**src/rtl/mux_thicc.sv**
```systemverilog
// ==========================================================================
// mux_thicc : 16:1 WIDTH-bit selector with enabled registered copy.
// Optional parity flop enabled by defining MUX_THICC_PARITY_EN. Rev 1.0
// ==========================================================================
`default_nettype none

module mux_thicc #(
  parameter int WIDTH = 8
) (
  input  logic             clk,
  input  logic             rst_n,
  input  logic [WIDTH-1:0] in_0,
  input  logic [WIDTH-1:0] in_1,
  input  logic [WIDTH-1:0] in_2,
  input  logic [WIDTH-1:0] in_3,
  input  logic [WIDTH-1:0] in_4,
  input  logic [WIDTH-1:0] in_5,
  input  logic [WIDTH-1:0] in_6,
  input  logic [WIDTH-1:0] in_7,
  input  logic [WIDTH-1:0] in_8,
  input  logic [WIDTH-1:0] in_9,
  input  logic [WIDTH-1:0] in_a,
  input  logic [WIDTH-1:0] in_b,
  input  logic [WIDTH-1:0] in_c,
  input  logic [WIDTH-1:0] in_d,
  input  logic [WIDTH-1:0] in_e,
  input  logic [WIDTH-1:0] in_f,
  input  logic [3:0]       select,
  input  logic             en,
  output logic [WIDTH-1:0] out,
  output logic [WIDTH-1:0] out_q,
  output logic [3:0]       sel_q,
  output logic             par_q
);

  logic [WIDTH-1:0] out_d;
  logic [3:0]       sel_d;

  // Unmatched (X/Z) select falls to the default, giving zeros rather than a latch.
  always_comb begin
    out = '0;
    case (select)
      4'h0: out = in_0;
      4'h1: out = in_1;
      4'h2: out = in_2;
      4'h3: out = in_3;
      4'h4: out = in_4;
      4'h5: out = in_5;
      4'h6: out = in_6;
      4'h7: out = in_7;
      4'h8: out = in_8;
      4'h9: out = in_9;
      4'ha: out = in_a;
      4'hb: out = in_b;
      4'hc: out = in_c;
      4'hd: out = in_d;
      4'he: out = in_e;
      4'hf: out = in_f;
      default: out = '0;
    endcase
  end

  always_comb begin
    out_d = out_q;
    sel_d = sel_q;
    if (en) begin
      out_d = out;
      sel_d = select;
    end
  end

  always_ff @(posedge clk or negedge rst_n) begin
    if (!rst_n) begin
      out_q <= '0;
      sel_q <= '0;
    end else begin
      out_q <= out_d;
      sel_q <= sel_d;
    end
  end

`ifdef MUX_THICC_PARITY_EN
  logic par_d;

  always_comb begin
    par_d = par_q;
    if (en) par_d = ^out;
  end

  always_ff @(posedge clk or negedge rst_n) begin
    if (!rst_n) par_q <= 1'b0;
    else        par_q <= par_d;
  end
`else
  assign par_q = 1'b0;
`endif

endmodule

`default_nettype wire

```
**config.mk**
```make
export PLATFORM = sky130hd
export DESIGN_NAME = mux_thicc
export DESIGN_NICKNAME = d
export VERILOG_FILES = /design/src/rtl/mux_thicc.sv
export SDC_FILE = /design/constraint.sdc
export NUM_CORES = 1
export LEC_CHECK = 0
export CAP_MARGIN = 0
export CORE_ASPECT_RATIO = 1.75
export CORE_MARGIN = 4
export CORE_UTILIZATION = 32
export DETAILED_ROUTE_END_ITERATION = 10
export GPL_TIMING_DRIVEN = 0
export HOLD_SLACK_MARGIN = 0.15
export MAX_ROUTING_LAYER = met4
export PLACE_DENSITY_LB_ADDON = 0.25
export RECOVER_POWER = 25
export SLEW_MARGIN = 20
export SYNTH_ARGS = -nofsm -noshare
export SYNTH_HDL_FRONTEND = slang
export SYNTH_SLANG_ARGS = --single-unit
```
**constraint.sdc**
```tcl
create_clock -name clk -period 2.12 [get_ports clk]
set_input_delay 0.424 -clock clk [delete_from_list [all_inputs] [get_ports clk]]
set_output_delay 0.424 -clock clk [all_outputs]
set_load 0.05 [all_outputs]
```
==> summary.md, run 1 <==
| Metric | Value |
|---|---|
| Crit path kind | in -> out |
| Layout cells sized above 1 | 38.3% |
| Cell family with most CP delay | compound AO/OA/AOI/OAI gates |
| First-pass GRT wire length | 14000 µm |
| Syn_area_per_cell | 7.74 µm² |
| Status | complete, but fails checks |
| Via-per-instance ratio | 5.66 |
| Initial antenna violation count | 0 |
| DRT Pass-1 Iters | 4 |
| Detail Route Antenna Nets | 0 |
| Sequential-to-total area share from yosys stat | 17.5% |
| CP dominant cell by count | buf_8 |
| # port buffers | 154 |
| Slew at the pin closest to its max-slew limit | 0.654 ns |
| Worst-path clk slew | 0.06 ns |
| Worst skew pair latency | 0.25 ns |
| Total negative setup slack | -1.01 ns |
| Die ar. | 6650 µm² |
| Worst Path Buf+Inv | 3 |
| WL/cell | 20.4 µm |
| Final Critical Period | 2.29 ns |
| Dominant synthesized flop cell | dfrtp_1 |
| Post-synth cell types | 39 |
| Worst Hold Class | reg -> reg |
| Synth Warn # | 0 |
| Pwr/cell area | 388 nW/µm² |
| # diodes | 0 |
| Site row count | 35 |
| Max Clock Freq | 437 MHz |
| Fin. Hold Viols | 0 |
| Async S/R FF share, synth | 100% |
| GRT Total Usage | 27.4% |
| RSZ-0062 raised after global routing | true |
| Final worst setup slack | -0.166 ns |
| Die Y | 105 µm |
| Worst setup EP type | output port |
| Die span in x | 63.4 µm |
| Synth top area cells | dfrtp_1 (17%), a22oi_1 (11%), o22ai_1 (7.6%) |
| Failing checks | negative setup slack |
| Fin. max-slew vios | 0 |
| Clk root buf | clkbuf_8 |
| CTS buffer count | 3 |
| Max FO, Critical Path | 5 |
| Top-area cell type share of the netlist area | 17.5% |
| Ports | 156 |
| CTS sink count | 12 |
| CTS tree | yes |
| Max-cap violations | 0 |
| Mapped Cells | 222 |
| Grt total ovfl | 0 |
| VDD IR-drop max | 266 µV |
| Synthesis-stage register bit count | 12 |
| Synth-to-Final Area Change | 141% |
| Dpl hpwl | 6810 µm |
| DRC | 0 |
| Clock Tree Buf Depth | 2 |
| Relative slew slack | 56.2% |
| First DRT Iteration DRCs | 193 |
| Number of synthesized flops with an enable pin | 0 |
| Core area | 5260 µm² |
| Slowest-stage cell, CP | mux2_4 |
| Endpoint required time on the critical path | 1.70 ns |
| Clock H-tree levels | 1 |
| Final nets | 539 |
| Final wirelength | 9310 µm |
| Total power draw | 1.61 mW |
| Vias in the first global route | 2867 |
| Setup Skew | 0 ns |
| Synthesized area | 1720 µm² |
| Most frequent cells in the layout | clkdlybuf4s50_1 (130), buf_4 (27), a22oi_2 (19), buf_6 (16), nor2_1 (15) |
| Syn nets | 357 |
| Crit-path cells | buf_8 -> buf_8 -> mux2_4 -> and3_4 -> a221o_1 -> a211oi_2 -> nor2_2 -> buf_6 |
| Startpoint types | primary input |
| Critical path's largest stage delay | 0.29 ns |
| Cells after DPL | 431 |
| Final setup violating endpoints | 8 |
| Leak pwr | 1.60 nW |
| Worst EP arrival | 1.86 ns |
| Vias | 2586 |
| Commonest non-fill, non-tap cell in the layout | clkdlybuf4s50_1 |
| Synth area leader | dfrtp_1 |
| Gpl congestion | 0.865 |
| Non-Filler Instances | 457 |
| Starting Density | 32.7% |
| Largest net degree at the start of global routing | 13 |
| Crit share post-route | 108% |
-- power breakdown --
part	switching, mW	total (mW)	internal [mW]	leakage (nW)
clock network	0.0948	0.221	0.126	0.0216
logic	0.539	1.11	0.569	1.43
registers	0.0180	0.279	0.261	0.140
total	0.652	1.61	0.956	1.60
-- area by class of cell --
| type | instances | area [µm²] |
|---|---|---|
| clock buffer | 3 | 41.3 |
| tap | 55 | 68.8 |
| multi-input combinational | 177 | 1730 |
| sequential | 12 | 300 |
| buffer | 18 | 178 |
| fill | 351 | 1110 |
| timing repair buffer | 181 | 1780 |
| inverter | 11 | 41.3 |
-- Yosys cell counts, types with 2 or more instances --
cell type / number
a32oi_1: 6
mux2_2: 7
nor2b_1: 11
buf_2: 11
dfrtp_1: 12
and2_1: 2
o2bb2ai_1: 6
buf_6: 4
a22oi_1: 25
a31oi_1: 8
inv_1: 11
nand2b_1: 8
a2111oi_2: 6
nor2_1: 24
clkbuf_1: 6
or2b_1: 2
o22ai_1: 21
o21ai_0: 3
a21oi_1: 14
nand2_1: 4
a22o_1: 9
mux2i_1: 5
-- layer usage --
layer	up-vias	GRT usage [%]	share of wire (%)
met5	-	-	0
met4	0	12.7	3.8
met3	24	3.98	5.6
met2	132	53.6	57
met1	1205	24.9	34
li1	1225	-	-
-- flip-flops by register name, summed over array words and instances, names as in the netlist --
signal and cells:
out_q 8, sel_q 4
-- final timing paths --
path                           start        to  slack (ns)  cells past startpoint
min in group asynchronous      rst_n  sel_q[2]        0.65                      1
max in group asynchronous      rst_n  out_q[3]        1.05                      1
min reg2reg                 sel_q[1]  sel_q[1]        0.51                      1
min                         sel_q[1]  sel_q[1]        0.51                      1
max reg2reg                 out_q[2]  out_q[2]        1.35                      2
max                        select[0]    out[4]       -0.17                      8
-- repair_timing --
item                                   CTS  global route
hold buffers                             0             0
pin swaps                               35            11
setup buffers                           23             6
endpoints found under the hold margin    0             0
gates resized for setup                183            23
gates cloned                             1             0
setup endpoints to repair               16            11
-- metrics by stage --
step	utilization, %	setup slack [ns]	hold WS, ns	area (µm²)
floorplan	-	-0.0812	0.128	1800
global placement	64.8	-1.39	0.491	3410
detailed placement	64.8	-1.40	0.500	3410
CTS	76.7	-0.179	0.516	4030
global route	78.9	-0.254	0.535	4140
finish	78.9	-0.166	0.510	4140
-- cells by family after synthesis --
kind of cell / share of synthesized area (%)
compound gates: 44.2
mux: 9.68
other cells: 0.218
simple gates: 18.5
buf+inv: 9.97
flops: 17.5
-- worst reg2reg max path: cells and delay by family, from the launching register on --
kind | cells | cell delay, ns
DFF | 1 | 0.38
AOI/OAI and AO/OA | 2 | 0.24
No activity file was read; power rests on OpenSTA's default activity.
==> run 2, diff against run 1 <==
--- a/config.mk
+++ b/config.mk
@@ -9,6 +9,7 @@
 export CORE_ASPECT_RATIO = 1.75
 export CORE_MARGIN = 4
-export CORE_UTILIZATION = 32
+export CORE_UTILIZATION = 58
 export DETAILED_ROUTE_END_ITERATION = 10
+export DONT_BUFFER_PORTS = 1
 export GPL_TIMING_DRIVEN = 0
 export HOLD_SLACK_MARGIN = 0.15
==> constraint.sdc (replaced) <==
create_clock -name clk -period 2.12 [get_ports clk]
set_input_delay 0.424 -clock clk [delete_from_list [all_inputs] [get_ports clk]]
set_output_delay 0.424 -clock clk [all_outputs]
set_load 0.005 [all_outputs]
==> run 2 against run 1 <==
  * The flow now finishes without violations
  * Global-route usage up 5.1 points
  * Final cell count down 44%
  * Worst setup slack improved by 0.17 ns
  * Routed wire length down 28%
  * Sequential share of layout area increased by 7.6 points
  * Highest routed layer unchanged
==> summary.md, run 2 (synthesis results as in run 1) <==
| Metric | Value |
|---|---|
| Status | finished clean |
| Fin. max-slew vios | 0 (unchanged) |
| Detail Route Antenna Nets | 0 (unchanged) |
| Max reg flops | 8 (unchanged) |
| Reg with most FFs | out_q |
| Clock Tree Buf Depth | 2 (unchanged) |
| Endpoint required time on the critical path | 1.70 ns (about the same) |
| # port buffers | 0 (-100%) |
| Worst skew pair latency | 0.24 ns (about the same) |
| Site row count | 25 (-29%) |
| First-pass GRT wire length | 9650 µm (-31%) |
| Clock H-tree levels | 1 (unchanged) |
| Final wirelength | 6730 µm (-28%) |
| FF-to-FF End | out_q[3] |
| CTS tree | yes |
| Most frequent cells in the layout | nor2_1 (22), a22oi_1 (20), o22ai_1 (18), dfrtp_1 (12), inv_1 (11) |
| Clk root buf | clkbuf_8 |
| Crit path from | select[3] |
| Startpoint types | primary input |
| Slew at the pin closest to its max-slew limit | 0.554 ns (-0.100 ns) |
| Non-Filler Instances | 257 (-44%) |
| Critical Path End | out[6] |
| Crit share post-route | 99.7% (-8.1 points) |
| R2r startpoint | out_q[3] |
| WHS | 0.418 ns (-0.0919 ns) |
| Final nets | 366 (-32%) |
| CTS buffer count | 3 (unchanged) |
| RSZ-0062 raised after global routing | true |
| Worst Hold Class | in -> reg |
| Layout cells sized above 1 | 28.7% (-9.6 points) |
| Setup Skew | 0 ns (unchanged) |
| Worst EP arrival | 1.69 ns (-0.17 ns) |
| Dpl hpwl | 5450 µm (-20%) |
| DRC | 0 (unchanged) |
| Die span in x | 49.2 µm (-22%) |
| WL/cell | 26.2 µm (+29%) |
| Starting Density | 61.8% (+29 points) |
| Final core utilization | 72.7% (-6.2 points) |
| First DRT Iteration DRCs | 83 (-57%) |
| Cells after DPL | 249 (-42%) |
| DRT Pass-1 Iters | 4 (unchanged) |
| Die Y | 80.0 µm (-24%) |
| R2R Setup Slk | 1.32 ns (-0.03 ns) |
| Final Critical Period | 2.11 ns (-0.172 ns) |
| CTS sink count | 12 (unchanged) |
| Synth-to-Final Area Change | 17.7% |
| Core area | 2780 µm² (-47%) |
| Leak pwr | 0.756 nW (-53%) |
| Worst setup EP type | output port |
| Worst-path clk slew | 0.05 ns (about the same) |
| Vias in the first global route | 2096 (-27%) |
| Number of fill cells in the layout | 201 (-43%) |
| # diodes | 0 (unchanged) |
| Initial antenna violation count | 0 (unchanged) |
| Crit path kind | in -> out |
| Total power draw | 908 µW (-44%) |
| Gpl congestion | 0.947 (+9.4%) |
| GRT Total Usage | 32.4% (+5.1 points) |
| Max-cap violations | 0 (unchanged) |
| Relative slew slack | 62.9% (+6.7 points) |
| Final setup violating endpoints | 0 (-8) |
| Die ar. | 3930 µm² (-41%) |
| Pwr/cell area | 449 nW/µm² (+16%) |
| Ports | 156 (unchanged) |
| Largest registers | out_q: 8 flops, sel_q: 4 flops |
| Commonest non-fill, non-tap cell in the layout | nor2_1 |
| Vias | 1975 (-24%) |
| Fin. Hold Viols | 0 (unchanged) |
| VDD IR-drop max | 246 µV (-7.5%) |
| Max FO, Critical Path | 10 (+5) |
| R2R cell count | 2 (unchanged) |
| Via-per-instance ratio | 7.68 (+36%) |
| Max Clock Freq | 473 MHz (+8.2%) |
| Grt total ovfl | 0 (unchanged) |
| Largest net degree at the start of global routing | 13 (unchanged) |
[run 2: cell types whose count changed in the layout (fill, tap and decap cells not counted), moves of 7 or more]
| cell | before | now |
|---|---|---|
| buf_4 | 27 | 9 |
| buf_6 | 16 | 4 |
| a22oi_1 | 6 | 20 |
| clkdlybuf4s50_1 | 130 | 0 |
| nor2_2 | 9 | 2 |
| dlygate4sd2_1 | 10 | 0 |
| nor2_1 | 15 | 22 |
| a22oi_2 | 19 | 5 |
[run 2: layout make-up]
type | count | area (µm²) | share of cell area (%)
Multi-Input combinational cell | 177 | 1400 | 69.3
Inverter | 11 | 41.3 | 2.04
Clock buffer | 4 | 55.1 | 2.72
Timing Repair Buffer | 6 | 47.5 | 2.35
Sequential cell | 12 | 300 | 14.8
Buffer | 20 | 144 | 7.11
Tap cell | 27 | 33.8 | 1.67
[run 2: through the flow]
| stage | setup TNS, ns | setup WS [ns] | instance area [µm²] |
|---|---|---|---|
| after global placement | 0 | 0.00226 | 1750 |
| after CTS | -0.00866 | -0.00866 | 1860 |
| after detailed placement | -0.165 | -0.0782 | 1750 |
| after global routing | -0.188 | -0.0622 | 2020 |
| final | 0 | 0.00612 | 2020 |
| after floorplan | 0 | 0.174 | 1720 |
[run 2: how the worst min path moves through the flow]
stage | startpoint | endpoint | slack (ns) | cells after the start
floorplan | rst_n | out_q[0] | 0.13 | 0
global placement | rst_n | sel_q[3] | 0.13 | 0
detailed placement | rst_n | sel_q[3] | 0.13 | 0
CTS | in_0[4] | out_q[4] | 0.41 | 2
global route | in_0[4] | out_q[4] | 0.42 | 2
finish | in_0[4] | out_q[4] | 0.42 | 2
[run 2: critical path, stage by stage]
cell and delay, ns:
buf_6 0.12, nor2b_1 0.13, buf_4 0.17, a22oi_2 0.16
o22ai_2 0.12, a2111oi_2 0.33, buf_4 0.18, a21oi_2 0.06
[run 2: timing repair]
action	4_1_cts	5_1_grt
hold buffers	1	0
hold endpoints to repair	12	0
setup endpoints to repair	7	7
resized for setup	6	37
setup buffers	2	3
pin swaps	1	9
[run 2: report_power, final]
group	internal (mW)	leakage (nW)	switching, mW
Clock	0.164	0.0288	0.0828
Combinational	0.177	0.587	0.195
Sequential	0.261	0.140	0.0287
Total	0.602	0.756	0.306
[run 2: routing by layer]
metal  wire (µm)  GRT usage, %  share of wire [%]  up-vias
li1            -             -                  -      880
met1        2220          29.1                 33      905
met2        3680          63.6                 55      164
met3         602          7.48                8.9       26
met4         223          12.8                3.3        0
met5           0             -                  0        -
